`src/rtl/light_sched_pkg.sv`:
```
// Shared definitions for the light-run scheduler: FSM state encoding, light
// patterns as seen on {ROJA, AMARILLA, VERDE}, and speed encoding.
package light_sched_pkg;

  typedef enum logic [2:0] {
    StIdle   = 3'd0,
    StClear  = 3'd1,
    StLaunch = 3'd2,
    StRun    = 3'd3,
    StDoneSt = 3'd4
  } sched_state_e;

  // Light patterns, ordered {R, A, V}.
  localparam logic [2:0] PatInit  = 3'b100;
  localparam logic [2:0] PatFinal = 3'b111;

  localparam logic VelSlow = 1'b0;
  localparam logic VelFast = 1'b1;

endpackage

```
`src/rtl/rr_arbiter.sv`:
```
// Combinational round-robin arbiter. The requester at ptr_i has the highest
// priority, then ptr_i+1, ... wrapping modulo N_REQ.
// Ports:
//   req_i  [N_REQ]       request vector
//   ptr_i  [log2 N_REQ]  index with current highest priority
//   gnt_o  [N_REQ]       one-hot winner (all zero when no request)
//   idx_o  [log2 N_REQ]  binary index of the winner (0 when no request)
module rr_arbiter #(
  parameter int unsigned N_REQ = 4
) (
  input  logic [N_REQ-1:0]         req_i,
  input  logic [$clog2(N_REQ)-1:0] ptr_i,
  output logic [N_REQ-1:0]         gnt_o,
  output logic [$clog2(N_REQ)-1:0] idx_o
);

  localparam int unsigned IdxW = $clog2(N_REQ);

  int unsigned       pos;
  logic [IdxW-1:0]   pos_idx;
  logic              found;

  always_comb begin
    gnt_o   = '0;
    idx_o   = '0;
    pos     = 0;
    pos_idx = '0;
    found   = 1'b0;
    for (int unsigned i = 0; i < N_REQ; i++) begin
      pos     = (int'(ptr_i) + i) % N_REQ;
      pos_idx = IdxW'(pos);
      if (!found && req_i[pos_idx]) begin
        found          = 1'b1;
        gnt_o[pos_idx] = 1'b1;
        idx_o          = pos_idx;
      end
    end
  end

endmodule

```
`src/rtl/light_run_scheduler.sv`:
```
// Shares one traffic-light timing unit between N_REQ requesters. A round-robin
// winner gets the unit cleared, launched at its own speed, and watched until the
// unit shows the all-on final pattern (or the watchdog expires); the owner then
// gets a one-cycle DONE pulse (with ERR on watchdog abort).
// Ports:
//   CLK, RESET                  clock, synchronous active-high reset
//   REQ, REQ_VEL    [N_REQ]     level requests and per-requester speed
//   GNT, DONE       [N_REQ]     one-hot owner while busy, completion pulse
//   ERR, BUSY                   watchdog abort pulse, not-idle flag
//   UNIT_RESET/START/VEL        drive the light unit
//   UNIT_ROJA/AMARILLA/VERDE    light unit outputs
module light_run_scheduler
  import light_sched_pkg::*;
#(
  parameter int unsigned N_REQ   = 4,
  parameter int unsigned TIMEOUT = 32
) (
  input  logic             CLK,
  input  logic             RESET,
  input  logic [N_REQ-1:0] REQ,
  input  logic [N_REQ-1:0] REQ_VEL,
  output logic [N_REQ-1:0] GNT,
  output logic [N_REQ-1:0] DONE,
  output logic             ERR,
  output logic             BUSY,
  output logic             UNIT_RESET,
  output logic             UNIT_START,
  output logic             UNIT_VEL,
  input  logic             UNIT_ROJA,
  input  logic             UNIT_AMARILLA,
  input  logic             UNIT_VERDE
);

  localparam int unsigned IdxW = $clog2(N_REQ);
  localparam int unsigned CntW = $clog2(TIMEOUT);
  localparam logic [CntW-1:0] CntLast = CntW'(TIMEOUT - 1);
  localparam logic [CntW-1:0] CntMax  = '1;
  localparam logic [IdxW-1:0] IdxLast = IdxW'(N_REQ - 1);

  sched_state_e    state_q, state_d;
  logic [IdxW-1:0] ptr_q, ptr_d;
  logic [IdxW-1:0] idx_q, idx_d;
  logic            vel_q, vel_d;
  logic            abort_q, abort_d;
  logic [CntW-1:0] cnt_q, cnt_d;

  logic [N_REQ-1:0] arb_gnt;
  logic [IdxW-1:0]  arb_idx;
  logic [2:0]       pat;
  logic [N_REQ-1:0] owner_oh;

  assign pat = {UNIT_ROJA, UNIT_AMARILLA, UNIT_VERDE};

  rr_arbiter #(
    .N_REQ(N_REQ)
  ) u_arb (
    .req_i(REQ),
    .ptr_i(ptr_q),
    .gnt_o(arb_gnt),
    .idx_o(arb_idx)
  );

  always_comb begin
    state_d = state_q;
    ptr_d   = ptr_q;
    idx_d   = idx_q;
    vel_d   = vel_q;
    abort_d = abort_q;
    cnt_d   = cnt_q;
    unique case (state_q)
      StIdle: begin
        if (|arb_gnt) begin
          idx_d   = arb_idx;
          vel_d   = REQ_VEL[arb_idx];
          abort_d = 1'b0;
          state_d = StClear;
        end
      end
      // Unit FINAL is sticky, so every run starts with a unit reset.
      StClear:  state_d = StLaunch;
      StLaunch: begin
        cnt_d   = '0;
        state_d = StRun;
      end
      StRun: begin
        if (cnt_q != CntMax) cnt_d = cnt_q + CntW'(1);
        // Normal completion wins over a watchdog expiring in the same cycle.
        if (pat == PatFinal) begin
          state_d = StDoneSt;
        end else if (cnt_q == CntLast) begin
          abort_d = 1'b1;
          state_d = StDoneSt;
        end
      end
      StDoneSt: begin
        ptr_d   = (idx_q == IdxLast) ? '0 : idx_q + IdxW'(1);
        state_d = StIdle;
      end
      default: state_d = StIdle;
    endcase
  end

  always_ff @(posedge CLK) begin
    if (RESET) begin
      state_q <= StIdle;
      ptr_q   <= '0;
      idx_q   <= '0;
      vel_q   <= 1'b0;
      abort_q <= 1'b0;
      cnt_q   <= '0;
    end else begin
      state_q <= state_d;
      ptr_q   <= ptr_d;
      idx_q   <= idx_d;
      vel_q   <= vel_d;
      abort_q <= abort_d;
      cnt_q   <= cnt_d;
    end
  end

  always_comb begin
    owner_oh        = '0;
    owner_oh[idx_q] = 1'b1;
  end

  assign BUSY       = (state_q != StIdle);
  assign GNT        = BUSY ? owner_oh : '0;
  assign DONE       = (state_q == StDoneSt) ? owner_oh : '0;
  assign ERR        = (state_q == StDoneSt) && abort_q;
  assign UNIT_START = (state_q == StLaunch);
  assign UNIT_VEL   = (state_q == StLaunch) ? vel_q : VelSlow;
  assign UNIT_RESET = RESET || (state_q == StClear);

endmodule

```
`config.mk`:
```
export PLATFORM = sky130hd
export DESIGN_NAME = light_run_scheduler
export DESIGN_NICKNAME = d
export VERILOG_FILES = /design/src/rtl/light_sched_pkg.sv /design/src/rtl/rr_arbiter.sv /design/src/rtl/light_run_scheduler.sv
export SDC_FILE = /design/constraint.sdc
export NUM_CORES = 1
export LEC_CHECK = 0
export CORE_UTILIZATION = 47
export DETAILED_ROUTE_END_ITERATION = 10
export PLACE_DENSITY_LB_ADDON = 0.12
export REMOVE_ABC_BUFFERS = 1
export SLEW_MARGIN = 0
export SYNTH_ARGS = -nofsm -noshare
export SYNTH_HDL_FRONTEND = slang
export SYNTH_SLANG_ARGS = --single-unit
```
`constraint.sdc`:
```
create_clock -name CLK -period 3.8 [get_ports CLK]
set_input_delay 0.38 -clock CLK [delete_from_list [all_inputs] [get_ports CLK]]
set_output_delay 0.38 -clock CLK [all_outputs]
set_load 0.01 [all_outputs]
```
# ---- After elaboration in Yosys (flattened, before gate mapping)
# Cells that the tools add are included.
dict set report word_totals {
  register_bits 14
  in_bits 13
  output_inout_bits 13
  elab_cells 105
}
dict set report op_classes {
  n_addsub 5
  magnitude_cmp 11
  eq_ne 13
  mux 45
  n_bitwise 3
  reduce_logical 22
}
# operator count
set op_table {}
lappend op_table {{$mux W4} 6}
lappend op_table {{$lt A2 B3 Y1 const B} 6}
lappend op_table {{$mux W1} 17}
lappend op_table {{$or A4 B4 Y4} 3}
lappend op_table {{$pmux W3 S4} 1}
lappend op_table {{$bmux W1 S2} 5}
lappend op_table {{$demux W1 S2} 5}
lappend op_table {{$ge A2 B1 Y1 const B} 5}
lappend op_table {{$mux W2} 5}
lappend op_table {{$pmux W5 S2} 1}
lappend op_table {{$logic_and A1 B1 Y1} 9}
lappend op_table {{$mux W3} 3}
lappend op_table {{$ne A2 B2 Y1 const B} 4}
lappend op_table {{$eq A3 B2 Y1 const B} 2}
lappend op_table {{$eq A3 B3 Y1 const B} 2}
lappend op_table {{$reduce_and A2 Y1} 3}
lappend op_table {{$add A5 B1 Y5 const B} 1}
lappend op_table {{$eq A5 B5 Y1 const B} 1}
lappend op_table {{$mux W5} 1}
lappend op_table {{$ne A5 B5 Y1 const B} 1}
lappend op_table {{$add A2 B1 Y2 const B} 2}
lappend op_table {{$add A2 B2 Y2 const B} 2}
lappend op_table {{$reduce_and A4 Y1} 1}
lappend op_table {{$reduce_bool A2 Y1} 2}
lappend op_table {{other kinds (9)} 11}

# ---- Depth between registers and ports, before layout
dict set report logic_depth {
  ltp_word 15
  mapped_depth 10
  depth_no_buf 8
}

# ---- By module
# Synthesis repeated with hierarchy kept, for this count alone.
dict set report unflattened {
  hier_cells 145
  area_unflattened_um2 1243.7
}
# module instances cells_per_inst area_per_inst_um2 seq_area_each_um2
set by_module_without_submodules {}
lappend by_module_without_submodules {light_run_scheduler 1 99 824.5 280.3}
lappend by_module_without_submodules {rr_arbiter 1 46 419.2 0.0}

# ---- Worst setup path before layout
# Ideal clock, no wire load.
dict set report synth_path {
  path_type {register to register}
  from {register ptr_q[0]}
  to {register idx_q[0]}
  setup_ns 0.134
  t_arrival_ns 2.483
  t_required_ns 3.666
  slack_ns 1.183
  path_stages_with_launch 11
  path_buffers 2
  period_less_slack_ns 2.617
  path_cell_list {dfxtp_1 buf_6 inv_1 ha_1 buf_6 mux4_2 nand2b_4 and3_4 o32a_4 a211oi_1 a211oi_1}
}
dict set report synth_between {
  elab_chain_len 14
  elab_cells_between_ends 53
  cone_classes {add/sub (3); order compare (8); mux (27); bitwise (3); reduce/logical (12)}
}
# item line_no
set synth_rtl {}
lappend synth_rtl {{from (decl)} light_run_scheduler.sv:41} ;# logic [IdxW-1:0] ptr_q, ptr_d;
lappend synth_rtl {{from (signal assigned)} light_run_scheduler.sv:113} ;# ptr_q <= ptr_d;
lappend synth_rtl {{parallel branches: the longest is 14 deep, another holds $lt A2 B3 Y1} n/a}
lappend synth_rtl {{to (signal assigned)} light_run_scheduler.sv:114} ;# idx_q <= idx_d;
lappend synth_rtl {{to (decl)} light_run_scheduler.sv:42} ;# logic [IdxW-1:0] idx_q, idx_d;
# Parallel ways; which one is timed is not known. The select of a mux whose other input is x is not followed.
# A chain may end at the register's enable or synchronous reset.

# ---- Worst setup path in the final report
# Ends and elaborated chain as after synthesis.

==> impl_metrics.csv <==
group,metric,value,unit
worst_setup_path,arrival,3140,ps
clocking,cts.sinks,14,
timing,slew_headroom,44.00,%
hold_path,min_path_cells,2,
power_and_ir_drop,leakage,0.5937,nW
floorplan,die_height,52.87,um
worst_setup_path,critical_path_depth,9,
timing,fin_crit_sh,78.94,%
yosys,synth_cells,143,
power_and_ir_drop,p_int,0.3436,mW
placement,portBuffers,25,
worst_setup_path,path_cells,"buf_4, inv_1, ha_1, mux4_2, nand2b_4, and3_4, o32a_4, a211oi_1, a211oi_1",
cells_and_area,post-route-cell-area,1514,um2
placement,hpwl,2009,um
power_and_ir_drop,combPwrFrac,44.8,%
yosys,ys_ff_latch,14,
worst_setup_path,critPathMaxFanout,21,
global_routing,gr-total-overflow,0,
flow_run,maxCapViolations,0,
status,status,"completed",
global_routing,grt_antenna_before_repair,0,
yosys,synth_cell_type_count,40,
drt,drc,0,
floorplan,coreArea,2455,um2
worst_setup_path,setup.worst_path.start_class,"register",
drt,first_iter_violations,17,
timing,setup_viol,0,
cells_and_area,diodes,0,
timing,setup_tns,0,ps
worst_setup_path,startpoint,"ptr_q[0]",
floorplan,initial_core_util,49.54,%
drt,wl_per_cell,13.09,um
cells_and_area,drive_gt1_share,10.12,%
global_routing,grt_max_degree,22,
floorplan,io_pins,26,
drt,dr.pass1.iters,6,
timing,max_freq,333.4,MHz
worst_setup_path,worstPathBufferInverterCount,2,
yosys,synthMostInstantiatedCell,"nor2_1",
timing,tightest_slew,838.1,ps
placement,gp_congestion,0.7733,
hold_path,hp-start,"vel_q",
power_and_ir_drop,power_frac_clock,20.3,%
clocking,hold_buffers,0,
yosys,ys_seq_area_share,23.05,%
clocking,h-tree-depth,1,
yosys,synthArstFlopShare,0,%
timing,rsz0062_at_grt,"no",
yosys,synth_edf_count,0,
drt,drtAntennaViolNets,0,
power_and_ir_drop,p_seq_share,34.9,%
worst_setup_path,reg2regPathDepth,9,
global_routing,grt_pass1_vias,1042,
worst_setup_path,worst-setup-path-type,"reg2reg",
worst_setup_path,slowest_delay,600,ps
timing,period_minus_slack,3000,ps
clocking,clk_latency,280,ps
cells_and_area,area_growth,24.49,%
cells_and_area,final_nets,194,
drt,vias,1097,
worst_setup_path,worstSetupEndpointType,"register",
yosys,syn_area_per_cell,8.505,um2
worst_setup_path,required,3940,ps
global_routing,grt_pass1_wl,4436,um
yosys,synthTopCellsByArea,"dfxtp_1 23%, ha_1 12%, mux4_2 5.6%, nor2_1 4.9%, a21oi_1 3.7%",
worst_setup_path,critical-path-slowest-cell,"mux4_2",
yosys,synth_largest_area_cell,"dfxtp_1",
drt,wl,2592,um
clocking,cts_tree,"built",
global_routing,track_usage,21.30,%
yosys,synth_flop_cell,"dfxtp_1",
clocking,cts.reportedPaths.clkPinSlew,90,ps
power_and_ir_drop,switching_power,0.1881,mW
worst_setup_path,cp_common_cell,"a211oi_1",
yosys,yosys_warnings,0,
floorplan,row_count,18,
power_and_ir_drop,powerDensity,351.2,nW/um2
timing,hold_viol,0,
hold_path,hold_class,"reg2reg",
yosys,synth_top_area_share,23.05,%
power_and_ir_drop,switching_share,35.38,%
clocking,cts_buffer_depth,2,
worst_setup_path,cpLargestDelayFamily,"compound AO/OA/AOI/OAI gates",
power_and_ir_drop,ir_worst_vdd,189.5,uV
yosys,synth_area,1216,um2
floorplan,fp.dieArea,2795,um2
timing,clock_skew,10.48,ps
floorplan,fp.dieW,52.87,um
clocking,numCtsBuffers,3,
worst_setup_path,worstReg2RegStart,"ptr_q[0]",
yosys,netlist_top_cells_count,"16 x nor2_1, 14 x dfxtp_1, 12 x ha_1, 10 x inv_1, 9 x a21oi_1",
clocking,ctsResizeCount,0,
clocking,cts_root_buffer,"clkbuf_4",
placement,place_area,1478,um2
drt,avgViaCountPerCell,5.540,
clocking,post-cts-setup-buffers,0,
timing,slew_viol_final,0,
-- worst register-to-register path: cells and delay by family (launching register included) --
kind,cells,cell delay (ps)
AO/OA/AOI/OAI,3,690
adder cells (fa/ha/maj),1,490
buffers and inverters,2,420
flip-flops,1,310
multiplexers,1,600
AND/OR/NAND/NOR,2,360
-- per-layer routing --
layer  routed length (um)  GRT usage (%)  up-vias
li1                     -              -      567
met4                   35          10.09        0
met3                  122          2.874        6
met1                 1183          25.22      494
met5                    0              0        -
met2                 1251          37.34       30
-- logic make-up (layout without fill, tap and decap cells) --
family / Yosys count / after routing / share of synthesized area (%)
AO/OA/AOI/OAI: 34 / 34 / 20.68
XOR/XNOR: 3 / 3 / 2.161
AND/OR/NAND/NOR: 57 / 57 / 26.13
buffers and inverters: 15 / 40 / 5.864
adder cells (fa/ha/maj): 12 / 12 / 12.35
multiplexers: 8 / 8 / 9.773
flip-flops: 14 / 14 / 23.05
-- path summary, 6_finish.rpt --
kind	to	slack [ps]
setup / recovery	idx_q[0]	800
hold / removal	vel_q	510
setup reg to reg	idx_q[0]	800
hold reg to reg	vel_q	510
-- registers in the layout, summed over array words and instances, names as in the netlist --
| register | count |
|---|---|
| abort_q | 1 |
| ptr_q | 2 |
| vel_q | 1 |
| cnt_q | 5 |
| idx_q | 2 |
| state_q | 3 |
-- cell type report --
cell class              count  area (um2)
inverters                  10       37.54
flip-flops and latches     14       280.3
multi-input cells         114       864.6
clock buffers               4       36.28
repair buffers             26       257.7
fillers                   239       940.9
well taps                  30       37.54
-- power groups by stage --
stage	clock network, mW	registers [mW]	logic [mW]
6_report	0.108	0.186	0.238
2_1_floorplan	0	0.186	0.150
5_1_grt	0.119	0.189	0.264
4_1_cts	0.113	0.185	0.240
3_3_place_gp	0	0.188	0.233
3_5_place_dp	0	0.189	0.239
-- layout by cell type, fill, tap and decap left out, types with 2 or more instances in the layout --
cell type        netlist  final
o22ai_1                4      4
and2_1                 7      7
a211oi_1               5      5
clkbuf_4               0      3
o21ai_0                4      4
a21oi_1                9      9
clkdlybuf4s50_1        0     25
nor3b_1                3      3
inv_1                 10     10
dfxtp_1               14     14
mux2i_1                4      4
nor2_1                16     16
ha_1                  12     12
nor3_1                 7      7
nand2_1                4      4
xor2_1                 3      3
nand3_1                2      2
mux4_2                 3      3
nor2b_1                6      6
o21a_1                 3      3
nand2b_1               3      3
-- through the flow --
stage          utilization (%)  total power, mW  std cells  hold slack [ps]  worst slack, ps
2_1_floorplan                -           0.3360        138            449.1            768.4
3_3_place_gp             60.19           0.4203        194            482.7            975.1
3_5_place_dp             60.19           0.4283        194            488.1            828.4
4_1_cts                  61.67           0.5385        198            515.1            812.9
5_1_grt                  61.67           0.5728        198            554.1            680.2
6_report                 61.67           0.5317        198            511.9            800.3
Note: power is estimated with default switching activity, not from simulation.
